$ cat config.mk
export PLATFORM = sky130hd
export DESIGN_NAME = fetch_seq_flat
export DESIGN_NICKNAME = d
export VERILOG_FILES = /design/src/rtl/fetch_seq_if.sv /design/src/rtl/fetch_seq.sv /design/src/flat_wrapper.sv
export SDC_FILE = /design/constraint.sdc
export NUM_CORES = 1
export LEC_CHECK = 0
export BUFFER_PORTS_ARGS = -buffer_cell sky130_fd_sc_hd__buf_2
export CORE_ASPECT_RATIO = 1.1
export CORE_MARGIN = 2
export CORE_UTILIZATION = 45
export CTS_CLUSTER_DIAMETER = 200
export DETAILED_ROUTE_END_ITERATION = 6
export PLACE_DENSITY_LB_ADDON = 0.08
export SLEW_MARGIN = 20
export SYNTH_ARGS = -nofsm -noshare
export SYNTH_HDL_FRONTEND = slang
export SYNTH_SLANG_ARGS = --single-unit
$ cat constraint.sdc
create_clock -name clk -period 2.23 [get_ports clk]
set_clock_uncertainty 0.05 [all_clocks]
set_input_delay 0 -clock clk [delete_from_list [all_inputs] [get_ports clk]]
set_output_delay 0 -clock clk [all_outputs]
set_load 0.01 [all_outputs]
$ cat src/rtl/fetch_seq_if.sv
// Fetch sequencer bus: control inputs, ROM port and fetched-instruction outputs.
// master: the fetch sequencer; slave: the CPU/ROM side.
interface fetch_seq_if #(
    parameter int AW = 8,
    parameter int DW = 16,
    parameter int CW = 16
);
    logic          start;
    logic          stall;
    logic          br_take;
    logic [AW-1:0] br_target;
    logic [DW-1:0] rom_q;
    logic [AW-1:0] rom_addr;
    logic [DW-1:0] instr;
    logic          instr_valid;
    logic [AW-1:0] pc_out;
    logic          halted;
    logic [CW-1:0] icount;

    modport master (
        input  start, stall, br_take, br_target, rom_q,
        output rom_addr, instr, instr_valid, pc_out, halted, icount
    );

    modport slave (
        output start, stall, br_take, br_target, rom_q,
        input  rom_addr, instr, instr_valid, pc_out, halted, icount
    );
endinterface

$ cat src/rtl/fetch_seq.sv
// Instruction-fetch sequencer in front of a synchronous ROM.
// rom_addr is the address presented to the ROM this cycle, so it also becomes
// pc_out at the next edge, which keeps rom_q aligned with pc_out (no bubbles).
module fetch_seq #(
    parameter int         AW      = 8,
    parameter int         DW      = 16,
    parameter logic [3:0] HALT_OP = 4'hF,
    parameter int         CW      = 16
) (
    input logic         clk,
    input logic         rst,
    fetch_seq_if.master bus
);

    typedef enum logic [1:0] {
        IDLE = 2'd0,
        RUN  = 2'd1,
        HALT = 2'd2
    } state_t;

    state_t        state;
    state_t        state_nxt;
    logic [AW-1:0] addr_nxt;
    logic          retire;
    logic [3:0]    opcode;

    assign opcode       = bus.rom_q[DW-1 -: 4];
    assign bus.rom_addr = addr_nxt;
    assign bus.instr    = bus.rom_q;

    // Next state, next fetch address and retire decision
    always_comb begin
        state_nxt = state;
        addr_nxt  = '0;
        retire    = 1'b0;
        case (state)
            RUN: begin
                if (bus.stall) begin
                    addr_nxt = bus.pc_out;
                end else begin
                    retire = 1'b1;
                    if (opcode == HALT_OP) begin
                        addr_nxt  = bus.pc_out;
                        state_nxt = HALT;
                    end else if (bus.br_take) begin
                        addr_nxt = bus.br_target;
                    end else begin
                        addr_nxt = bus.pc_out + AW'(1);
                    end
                end
            end
            IDLE, HALT: begin
                if (bus.start) begin
                    state_nxt = RUN;
                end
            end
            default: begin
                state_nxt = IDLE;
            end
        endcase
    end

    // State register, PC tracking, status flags and saturating retire counter
    always_ff @(posedge clk or posedge rst) begin
        if (rst) begin
            state           <= IDLE;
            bus.pc_out      <= '0;
            bus.instr_valid <= 1'b0;
            bus.halted      <= 1'b0;
            bus.icount      <= '0;
        end else begin
            state           <= state_nxt;
            bus.instr_valid <= (state_nxt == RUN);
            bus.halted      <= (state_nxt == HALT);
            // pc_out follows rom_addr except while sitting in HALT, where
            // rom_addr is parked at 0 but pc_out must keep the HALT address.
            if (state_nxt != HALT) begin
                bus.pc_out <= addr_nxt;
            end
            if (state != RUN && state_nxt == RUN) begin
                bus.icount <= '0;
            end else if (retire && bus.icount != '1) begin
                bus.icount <= bus.icount + CW'(1);
            end
        end
    end

endmodule

$ cat src/flat_wrapper.sv
// flat-port wrapper written by rule: the top's interface ports become plain ports
module fetch_seq_flat 
#(
    parameter int         AW      = 8,
    parameter int         DW      = 16,
    parameter logic [3:0] HALT_OP = 4'hF,
    parameter int         CW      = 16
)
  (clk, rst, bus_start, bus_stall, bus_br_take, bus_br_target, bus_rom_q, bus_rom_addr, bus_instr, bus_instr_valid, bus_pc_out, bus_halted, bus_icount);
  fetch_seq_if #(.AW(AW), .DW(DW), .CW(CW)) bus_i ();
  input logic clk;
  input logic rst;
  input wire logic [$bits(bus_i.start)-1:0] bus_start;
  input wire logic [$bits(bus_i.stall)-1:0] bus_stall;
  input wire logic [$bits(bus_i.br_take)-1:0] bus_br_take;
  input wire logic [$bits(bus_i.br_target)-1:0] bus_br_target;
  input wire logic [$bits(bus_i.rom_q)-1:0] bus_rom_q;
  output wire logic [$bits(bus_i.rom_addr)-1:0] bus_rom_addr;
  output wire logic [$bits(bus_i.instr)-1:0] bus_instr;
  output wire logic [$bits(bus_i.instr_valid)-1:0] bus_instr_valid;
  output wire logic [$bits(bus_i.pc_out)-1:0] bus_pc_out;
  output wire logic [$bits(bus_i.halted)-1:0] bus_halted;
  output wire logic [$bits(bus_i.icount)-1:0] bus_icount;
  assign bus_i.start = bus_start;
  assign bus_i.stall = bus_stall;
  assign bus_i.br_take = bus_br_take;
  assign bus_i.br_target = bus_br_target;
  assign bus_i.rom_q = bus_rom_q;
  assign bus_rom_addr = bus_i.rom_addr;
  assign bus_instr = bus_i.instr;
  assign bus_instr_valid = bus_i.instr_valid;
  assign bus_pc_out = bus_i.pc_out;
  assign bus_halted = bus_i.halted;
  assign bus_icount = bus_i.icount;
  fetch_seq #(.AW(AW), .DW(DW), .HALT_OP(HALT_OP), .CW(CW)) u_core (.clk(clk), .rst(rst), .bus(bus_i));
endmodule
==> summary.md, run 1 <==
| Metric | Value |
|---|---|
| Initial antenna violation count | `0` |
| Peak supply drop | `0.0004244 V` |
| Critical Path AT | `2.00 ns` |
| Relative slew slack | `between 60% and 70%` |
| Row count | `24` |
| H-tree levels | `1` |
| Synth Register Bits | `28` |
| CP Launch Type | `register` |
| Placed cell count | `288` |
| Crit end category | `output pin` |
| Via density | `5.655` |
| # DRC | `0` |
| Seq pwr share | `around 40%` |
| ANT cells | `0` |
| R2r setup slk | `~0.33 ns` |
| Cell at the root of the clock tree | `clkbuf_8` |
| Peak Freq | `487.1 MHz` |
| Routability cong. | `a little over 0.8` |
| TritonCTS clock tree | `yes` |
| Post-Syn Nets | `230` |
| Clock power share | `between 20% and 30%` |
| Via count | `1736` |
| Cell area power density | `848.5 mW/mm^2` |
| Final non-filler cell total | `just over 300` |
| RSZ-0062 raised after global routing | `false` |
| Longest Clk Path Bufs | `2` |
| First-pass GRT wire length | `7610 um` |
| FFs w/ async S/R, synth | `100.0%` |
| Combinational share of power | `roughly two fifths` |
| Post-cts repair resize count | `0` |
| Syn-to-layout area delta | `24.21%` |
| Initial core utilization | `46.69%` |
| P_int | `0.001200 W` |
| Clk_lat worst skew | `0.28 ns` |
| Leakage power | `1.090 nW` |
| Post-synth EDFFs | `0` |
| Post-synthesis cell area | `between 0.0015 and 0.002 sq mm` |
| # Max-Cap Violations | `0` |
| CTS Buf Count | `3` |
| Crit-path max FO | `8` |
| Post-route met1 wirelength | `between 1500 and 2000 um` |
| Hold Vio Cnt, Final | `0` |
| Library cells used by synthesis | `45` |
| Routed len/inst | `15.08 um` |
| Sw power | `0.0007504 W` |
| Worst Hold Class | `input pin to register` |
| Syn Inst Count | `199` |
| Top Metal Used | `met4` |
| Number of port buffers | `between 50 and 60` |
| Clock Sinks | `28` |
| Post-CTS setup repair buffer count | `0` |
| Critical Path RT | `approximately 2.2 ns` |
| Share of cells above drive strength 1 | `29.41%` |
| Placeable Area | `0.003964 sq mm` |
| Chip width | `65.14 um` |
| First DRT Iteration DRCs | `roughly 110` |
| Metal3 WL | `209 um` |
| Hold_ws | `between 0.1 and 0.15 ns` |
| DRT antenna net count | `0` |
| YS warnings | `0` |
| Final Max Slew Viols | `0` |
| Nets | `287` |
| Initial DRT Pass Iterations | `4` |
| Clock transition at the registers of the reported paths | `0.11 ns` |
| Slew @ Worst Pin | `0.5515 ns` |
| Met2 wire len | `2490 um` |
| Status | `finished, final reports clean` |
| Final core occ | `57.99%` |
| Vias in the first global route | `roughly 1600` |
| GR Overflow Total | `0` |
| CP Class | `register to output pin` |
| Setup TNS Final | `0 ns` |
| GRT Total Usage | `20.44%` |
| Synth Flop Type | `dfrtp_1` |
| Switch share | `38.48%` |
| Post-synthesis sequential area ratio | `around 38%` |
| Die Height | `71.26 um` |
| DRT Wirelength | `4631 um` |
| Part of the cycle the worst path needs | `between 90% and 100%` |
| Full die area | `approximately 0.0046 sq mm` |
| # IOs | `79` |
| Min Tclk post-route | `about 2.1 ns` |
| Endpoints failing setup | `0` |
| Hpwl dp | `3346 um` |
| Avg Inst Size Synth | `9.299 sq um` |
| Total chip power | `~0.0020 W` |
| Pin count of the biggest net entering global routing | `29` |
## synthesized netlist by cell type, types with 4 or more instances
| cell | count | share of area (%) |
|---|---|---|
| nand4_1 | 6 | 2.0 |
| and4_1 | 5 | 2.4 |
| clkbuf_1 | 5 | 1.0 |
| buf_4 | 16 | 6.5 |
| a21oi_1 | 14 | 3.8 |
| dfrtp_1 | 28 | 38 |
| nand2b_1 | 7 | 2.4 |
| nand2_1 | 19 | 3.9 |
| o21ai_0 | 9 | 2.4 |
| o31ai_1 | 5 | 2.0 |
| nor2_1 | 8 | 1.6 |
| inv_1 | 4 | 0.81 |
| nand3_1 | 6 | 1.6 |
| o211ai_1 | 4 | 1.6 |
| nor3_1 | 4 | 1.1 |
| mux2_2 | 5 | 3.0 |
| mux2i_1 | 12 | 6.5 |
## worst paths after layout
kind / to / start / cells past startpoint
worst min-delay path: u_core.bus.icount[2] / bus_stall / 4
min in group asynchronous: u_core.bus.pc_out[7] / rst / 4
worst min register to register: u_core.bus.icount[7] / u_core.bus.icount[7] / 1
worst max register to register: u_core.bus.icount[8] / u_core.state[0] / 4
worst max-delay path: bus_rom_addr[4] / u_core.bus.pc_out[0] / 5
max in group asynchronous: u_core.bus.icount[9] / rst / 4
## cells by family after synthesis
group / count (synthesis) / synth area share [%]
AND/OR/NAND/NOR: 76 / 24.34
AO/OA/AOI/OAI: 50 / 18.39
adder cells (fa/ha/maj): 2 / 1.352
flip-flops: 28 / 37.86
multiplexers: 17 / 9.534
buffers and inverters: 26 / 8.519
## metal layers
layer  GRT usage (%)  up-vias
li1                -      847
met1           24.97      836
met2           37.46       49
met3           2.669        4
met4           6.019        0
met5               0        -
## cells in the final DEF (no fill, tap or decap), types with 2 or more instances in the layout
master,n
nor2b_1,2
inv_1,4
a31o_2,2
and3_1,3
dlygate4sd3_1,15
o211ai_1,4
nand3_1,6
nand2_1,19
nor2_1,8
clkbuf_8,3
dfrtp_1,28
o311ai_0,2
buf_4,4
and4_1,5
or4_1,3
and2_1,3
nand4_1,6
o31ai_1,5
nand2b_1,7
or3_1,3
o21ai_0,9
a211oi_1,3
mux2i_1,12
nor3_1,4
ha_1,2
mux2_2,5
a21oi_1,14
buf_2,54
## state kept, by name (all words and copies together), names as in the netlist
signal                  count
u_core.bus.instr_valid      1
u_core.bus.pc_out           8
u_core.state                2
u_core.bus.halted           1
u_core.bus.icount          16
## repair_timing
action / in CTS / in global routing
hold buffers: 15 / 0
endpoints found under the setup margin: 0 / 0
endpoints found under the hold margin: 41 / 0
## stage by stage
stage / setup slack [ns] / area [sq um]
6_report: 0.1772 / 2298
5_1_grt: 0.03253 / 2298
4_1_cts: 0.1770 / 2298
3_5_place_dp: 0.3489 / 2077
3_3_place_gp: 0.4294 / 2077
2_1_floorplan: 0.2998 / 1851
## final cells by class
type	count	area, sq um
clock inverter	1	30.03
clock buffer	3	41.29
fill	379	1665
sequential	28	700.7
inverter	5	18.77
timing repair buffer	73	450.4
multi-input combinational	145	992.2
tap	52	65.06
## worst max-delay path: stages (launching register included)
cell      delay (ns)
dfrtp_1         0.47
ha_1            0.28
and4_1          0.26
mux2_2          0.27
a211oi_1        0.28
buf_2           0.18
## power by group through the flow
stage / clock network [W] / logic [W] / registers (W)
after floorplan: 0 / 0.000437 / 0.000814
after global placement: 0 / 0.000723 / 0.000785
after detailed placement: 0 / 0.000740 / 0.000791
after CTS: 0.000418 / 0.000769 / 0.000784
after global routing: 0.000438 / 0.000848 / 0.000812
final: 0.000407 / 0.000757 / 0.000786
No activity file was read; power rests on OpenSTA's default activity.
==> run 2: changes to the inputs <==
--- a/config.mk
+++ b/config.mk
@@ -11,7 +11,7 @@
 export CORE_UTILIZATION = 45
 export CTS_CLUSTER_DIAMETER = 200
 export DETAILED_ROUTE_END_ITERATION = 6
-export PLACE_DENSITY_LB_ADDON = 0.08
+export PLACE_DENSITY = 0.76
 export SLEW_MARGIN = 20
 export SYNTH_ARGS = -nofsm -noshare
 export SYNTH_HDL_FRONTEND = slang
==> summary.md, run 2 (synthesis gave the netlist of run 1 again) <==
| Metric | Value |
|---|---|
| Status | `finished, final reports clean (unchanged)` |
| Die Height | `71.26 um (unchanged)` |
| # DRC | `0 (unchanged)` |
| Via density | `5.640 (was 5.655)` |
| Filler cell count | `385 (was 379)` |
| CP Class | `register to output pin (unchanged)` |
| CP Launch Type | `register (unchanged)` |
| Chip width | `65.14 um (unchanged)` |
| GRT Total Usage | `19.97% (was 20.44%)` |
| Area post-placement | `0.002085 sq mm (was 0.002077 sq mm)` |
| Most frequent cells in the layout | `54 x buf_2, 28 x dfrtp_1, 19 x nand2_1 (unchanged)` |
| CTS Buf Count | `3 (unchanged)` |
| Post-CTS setup repair buffer count | `0 (unchanged)` |
| GR Overflow Total | `0 (unchanged)` |
| Clock transition at the registers of the reported paths | `0.11 ns (about the same)` |
| Row count | `24 (unchanged)` |
| Cell at the root of the clock tree | `clkbuf_8 (unchanged)` |
| DRT Wirelength | `4477 um (was 4631 um)` |
| Via count | `1737 (was 1736)` |
| Worst Hold Class | `input pin to register (unchanged)` |
| RSZ-0062 raised after global routing | `false (unchanged)` |
| Endpoints failing setup | `0 (unchanged)` |
| Leakage power | `1.088 nW (was 1.090 nW)` |
| Critical Path RT | `2.18 ns (about the same)` |
| Top Usage Layer GRT | `met2 (unchanged)` |
| Final Max Slew Viols | `0 (unchanged)` |
| Total chip power | `0.001880 W (was 0.001950 W)` |
| Slew @ Worst Pin | `0.5751 ns (was 0.5515 ns)` |
| # IOs | `79 (unchanged)` |
| Part of the cycle the worst path needs | `92.04% (was 92.05%)` |
| First-pass GRT wire length | `7389 um (was 7610 um)` |
| Met1 global-route usage | `25.45% (was 24.97%)` |
| Register with the most flip-flops | `u_core.bus.icount (unchanged)` |
| Cell area power density | `821.0 mW/mm^2 (was 848.5 mW/mm^2)` |
| Routability cong. | `0.9146 (was 0.8286)` |
| Peak supply drop | `0.0004256 V (was 0.0004244 V)` |
| # Max-Cap Violations | `0 (unchanged)` |
| Hpwl dp | `3374 um (was 3346 um)` |
| Critical Path AT | `2.00 ns (about the same)` |
| Vias in the first global route | `1630 (was 1616)` |
| DRT antenna net count | `0 (unchanged)` |
| Initial antenna violation count | `0 (unchanged)` |
| Placeable Area | `0.003964 sq mm (unchanged)` |
| Number of port buffers | `54 (unchanged)` |
| GR met3 Demand/Resource | `2.512% (was 2.669%)` |
| Crit end category | `output pin (unchanged)` |
| Hold Vio Cnt, Final | `0 (unchanged)` |
| Syn-to-layout area delta | `23.73% (was 24.21%)` |
| Crit-path max FO | `8 (unchanged)` |
| Nets | `288 (was 287)` |
| Setup TNS Final | `0 ns (unchanged)` |
| Max FFs per register | `16 (unchanged)` |
| Initial core utilization | `46.69% (unchanged)` |
| Full die area | `0.004642 sq mm (unchanged)` |
| Clock Sinks | `28 (unchanged)` |
| Most common library cell in the layout ignoring fill and taps | `buf_2 (unchanged)` |
| H-tree levels | `1 (unchanged)` |
| Clk_lat worst skew | `0.28 ns (about the same)` |
| Share of cells above drive strength 1 | `29.69% (was 29.41%)` |
| Initial DRT Pass Iterations | `4 (unchanged)` |
| Relative slew slack | `61.66% (was 63.24%)` |
| Grt met2 use | `34.48% (was 37.46%)` |
| First DRT Iteration DRCs | `113 (was 111)` |
| TritonCTS clock tree | `yes (unchanged)` |
| Longest Clk Path Bufs | `2 (unchanged)` |
| Routed len/inst | `14.54 um (was 15.08 um)` |
| Post-route design area | `0.002290 sq mm (was 0.002298 sq mm)` |
| Min Tclk post-route | `2.053 ns (about the same)` |
| Top flop regs | `u_core.bus.icount (16), u_core.bus.pc_out (8), u_core.state (2) (unchanged)` |
| ANT cells | `0 (unchanged)` |
| R2r setup slk | `0.37 ns (was 0.33 ns)` |
| Peak Freq | `487.2 MHz (was 487.1 MHz)` |
| Pin count of the biggest net entering global routing | `29 (unchanged)` |
run 2: cell type report:
cell class | instances | area [sq um] | share of cell area [%]
multi-input cells | 145 | 992.2 | 43.33
inverters | 5 | 18.77 | 0.8197
flip-flops and latches | 28 | 700.7 | 30.60
well taps | 52 | 65.06 | 2.842
clock buffers | 4 | 55.05 | 2.404
repair buffers | 74 | 457.9 | 20.00
run 2: where the power goes:
| group | internal (W) | switching, W |
|---|---|---|
| Clock | 0.000158 | 0.000164 |
| Combinational | 0.000344 | 0.000424 |
| Sequential | 0.000620 | 0.000169 |
run 2: worst paths after layout:
kind / start / to / cells past startpoint
max: u_core.bus.pc_out[0] / bus_rom_addr[4] / 5
min: bus_br_target[7] / u_core.bus.pc_out[7] / 4
max reg2reg: u_core.bus.pc_out[0] / u_core.bus.pc_out[4] / 5
min reg2reg: u_core.bus.icount[7] / u_core.bus.icount[7] / 1
max in group asynchronous: rst / u_core.bus.icount[11] / 4
min in group asynchronous: rst / u_core.bus.icount[12] / 4
run 2: critical path, cell delays in order, from the launching register on:
cell and delay, ns:
dfrtp_1 0.47, ha_1 0.27, and4_1 0.24, mux2_2 0.26, a211oi_1 0.29, buf_2 0.19
run 2: stage by stage:
stage,util [%],hold WS (ns),setup slack [ns],instances
after global placement,52.59,-0.04993,0.4839,289
after global routing,57.77,0.1793,0.07480,308
final,57.77,0.1274,0.1775,308
after CTS,57.77,0.1236,0.1737,308
after floorplan,-,0.01541,0.2998,199
after detailed placement,52.59,-0.04993,0.4195,289
run 2: repair_timing:
action / 4_1_cts / 5_1_grt
hold buffers: 15 / 0
resized for setup: 0 / 0
endpoints found under the hold margin: 41 / 0
run 2: layer usage:
metal	wire length, um	vias up
met1	1933	814
met3	228	6
met4	59	0
met2	2255	63
met5	0	-
li1	-	854
==> run 3: changes to the inputs <==
--- a/config.mk
+++ b/config.mk
@@ -8,11 +8,10 @@
 export BUFFER_PORTS_ARGS = -buffer_cell sky130_fd_sc_hd__buf_2
 export CORE_ASPECT_RATIO = 1.1
 export CORE_MARGIN = 2
-export CORE_UTILIZATION = 45
+export CORE_UTILIZATION = 43
 export CTS_CLUSTER_DIAMETER = 200
 export DETAILED_ROUTE_END_ITERATION = 6
 export PLACE_DENSITY = 0.76
-export SLEW_MARGIN = 20
 export SYNTH_ARGS = -nofsm -noshare
 export SYNTH_HDL_FRONTEND = slang
 export SYNTH_SLANG_ARGS = --single-unit
==> constraint.sdc (replaced) <==
create_clock -name clk -period 1.8 [get_ports clk]
set_clock_uncertainty 0.05 [all_clocks]
set_input_delay 0 -clock clk [delete_from_list [all_inputs] [get_ports clk]]
set_output_delay 0 -clock clk [all_outputs]
set_load 0.01 [all_outputs]
==> summary.md, run 3 (synthesis gave the netlist of run 1 again) <==
| Metric | Value |
|---|---|
| Status | `finished with violations (was finished, final reports clean)` |
| Failing checks | `negative setup slack` |
| Cell at the root of the clock tree | `clkbuf_8 (unchanged)` |
| Row count | `25 (was 24)` |
| Routability cong. | `0.8855 (was 0.9146)` |
| Chip width | `66.55 um (was 65.14 um)` |
| R2R depth | `4 (was 5)` |
| RR Endpoint | `u_core.bus.icount[10] (was u_core.bus.pc_out[4])` |
| Grt met2 use | `36.78% (was 34.48%)` |
| Met1 global-route usage | `24.73% (was 25.45%)` |
| RSZ-0062 raised after global routing | `true (was false)` |
| GR Overflow Total | `0 (unchanged)` |
| Die Height | `72.81 um (was 71.26 um)` |
| Register with the most flip-flops | `u_core.bus.icount (unchanged)` |
| H-tree levels | `1 (unchanged)` |
| Clock transition at the registers of the reported paths | `0.10 ns (was 0.11 ns)` |
| GRT Total Usage | `20.22% (was 19.97%)` |
| Clock Sinks | `28 (unchanged)` |
| Via count | `1844 (was 1737)` |
| Syn-to-layout area delta | `34.62% (was 23.73%)` |
| Min Tclk post-route | `~1.8 ns` |
| Critical Path RT | `1.75 ns (was 2.18 ns)` |
| Leakage power | `1.184 nW (was 1.088 nW)` |
| Relative slew slack | `62.68% (was 61.66%)` |
| Setup crit end | `bus_rom_addr[4] (unchanged)` |
| FF+latch area | `701.9 sq um (was 700.7 sq um)` |
| Slew @ Worst Pin | `0.5598 ns (was 0.5751 ns)` |
| Critical Path AT | `1.76 ns (was 2.00 ns)` |
| Sw power | `0.001039 W (was 0.0007569 W)` |
| Most common library cell in the layout ignoring fill and taps | `buf_2 (unchanged)` |
| # DRC | `0 (unchanged)` |
| Worst Setup SP | `u_core.bus.pc_out[1] (was u_core.bus.pc_out[0])` |
| Pin count of the biggest net entering global routing | `29 (unchanged)` |
| First DRT Iteration DRCs | `107 (was 113)` |
| Placed cell count | `300 (was 289)` |
| Initial antenna violation count | `0 (unchanged)` |
| Max FFs per register | `16 (unchanged)` |
| Peak supply drop | `0.0006074 V (was 0.0004256 V)` |
| DRT Wirelength | `4942 um (was 4477 um)` |
| Peak Freq | `552.3 MHz` |
| Via density | `5.639 (was 5.640)` |
| CTS Buf Count | `3 (unchanged)` |
| Combinational share of power | `48.4% (was 40.9%)` |
| Top Usage Layer GRT | `met2 (unchanged)` |
| Final Worst Setup Slack | `-0.01070 ns (was 0.1775 ns)` |
| Nets | `306 (was 288)` |
| Initial DRT Pass Iterations | `4 (unchanged)` |
| # IOs | `79 (unchanged)` |
| Endpoints failing setup | `1 (was 0)` |
| CP Class | `register to output pin (unchanged)` |
| Vias in the first global route | `1669 (was 1630)` |
| Share of cells above drive strength 1 | `38.10% (was 29.69%)` |
| Setup TNS Final | `-0.01070 ns (was 0 ns)` |
| Filler cell count | `392 (was 385)` |
| Switch share | `41.03% (was 40.26%)` |
| Clk_lat worst skew | `0.28 ns (about the same)` |
| Top flop regs | `u_core.bus.icount (16), u_core.bus.pc_out (8), u_core.state (2) (unchanged)` |
| Hpwl dp | `3494 um (was 3374 um)` |
| Hold Vio Cnt, Final | `0 (unchanged)` |
| R2r setup slk | `0.07 ns (was 0.37 ns)` |
| Part of the cycle the worst path needs | `100.6%` |
| Routed len/inst | `15.11 um (was 14.54 um)` |
| Longest Clk Path Bufs | `2 (unchanged)` |
| TritonCTS clock tree | `yes (unchanged)` |
| P_int | `0.001493 W (was 0.001123 W)` |
| Most frequent cells in the layout | `54 x buf_2, 27 x dfrtp_1, 22 x buf_4 (was 54 x buf_2, 28 x dfrtp_1, 19 x nand2_1)` |
| Seq pwr share | `37.3% (was 42.0%)` |
| Worst Hold Class | `input pin to register (unchanged)` |
| Initial core utilization | `43.82% (was 46.69%)` |
| Number of port buffers | `54 (unchanged)` |
| Reg-to-reg startpoint | `u_core.state[1] (was u_core.bus.pc_out[0])` |
| Area of the multi-input gates | `0.001065 sq mm (was 992.2 sq um)` |
| DRT antenna net count | `0 (unchanged)` |
| Crit-path max FO | `4 (was 8)` |
| Placeable Area | `0.004223 sq mm (was 0.003964 sq mm)` |
| GR met3 Demand/Resource | `2.623% (was 2.512%)` |
| ANT cells | `0 (unchanged)` |
| Final non-filler cell total | `327 (was 308)` |
| Cell area power density | `1016 mW/mm^2 (was 821.0 mW/mm^2)` |
| Clock power share | `14.3% (was 17.1%)` |
| Crit end category | `output pin (unchanged)` |
| First-pass GRT wire length | `7617 um (was 7389 um)` |
| CP Launch Type | `register (unchanged)` |
| Final Max Slew Viols | `0 (unchanged)` |
| Full die area | `0.004845 sq mm (was 0.004642 sq mm)` |
| # Max-Cap Violations | `0 (unchanged)` |
==> run 3: layer usage <==
metal  up-vias  share of wire, %
li1        883                 -
met1       882                42
met2        70                51
met3         9               5.6
met4         0               1.5
met5         -                 0
==> run 3: critical path: stages, from the launching register on <==
cell and delay (ns):
dfrtp_1 0.43, ha_4 0.18, and4_4 0.19, mux2_4 0.28
a211oi_4 0.22, buf_2 0.18
==> run 3: stage by stage <==
step                      worst slack, ns  instance area (sq um)  total power [W]  hold WS, ns  utilization, %
after floorplan                   0.01516                   1863         0.001571      0.01541               -
after global placement             0.1606                   2167         0.001990     -0.04993           51.32
after detailed placement          0.08975                   2167         0.002029     -0.04993           51.32
after CTS                        -0.03274                   2364         0.002425      0.04969           55.97
after global routing             -0.05579                   2491         0.002693      0.06936           58.99
final                            -0.01070                   2491         0.002531      0.04564           58.99
==> run 3: area by class of cell <==
cell class                      count  share of cell area (%)
Tap cell                           54                   2.712
Multi-Input combinational cell    145                   42.74
Clock buffer                        3                   1.657
Sequential cell                    28                   28.18
Timing Repair Buffer               92                   23.96
Inverter                            5                  0.7534
==> run 3: how the worst min path moves through the flow <==
stage,from,slack [ns],cells after the start,endpoint
2_1_floorplan,rst,0.02,1,u_core.bus.halted
3_3_place_gp,bus_rom_q[1],-0.05,0,bus_instr[1]
4_1_cts,bus_rom_q[15],0.05,3,u_core.bus.halted
6_report,bus_rom_q[15],0.05,3,u_core.bus.halted
3_5_place_dp,bus_rom_q[1],-0.05,0,bus_instr[1]
5_1_grt,bus_rom_q[15],0.07,3,u_core.bus.halted
==> run 3: power by group through the flow <==
| stage | registers [W] | clock network (W) | logic (W) |
|---|---|---|---|
| after global routing | 0.000963 | 0.000379 | 0.00135 |
| after floorplan | 0.00101 | 0 | 0.000563 |
| after CTS | 0.000932 | 0.000358 | 0.00114 |
| after detailed placement | 0.000940 | 0 | 0.00109 |
| final | 0.000944 | 0.000361 | 0.00123 |
| after global placement | 0.000933 | 0 | 0.00106 |
==> run 3: what timing repair did <==
item / 4_1_cts / 5_1_grt
buffers inserted: 0 / 9
setup endpoints to repair: 2 / 10
hold endpoints to repair: 41 / 0
gates resized for setup: 3 / 12
hold buffers: 15 / 0
pin swaps: 0 / 3
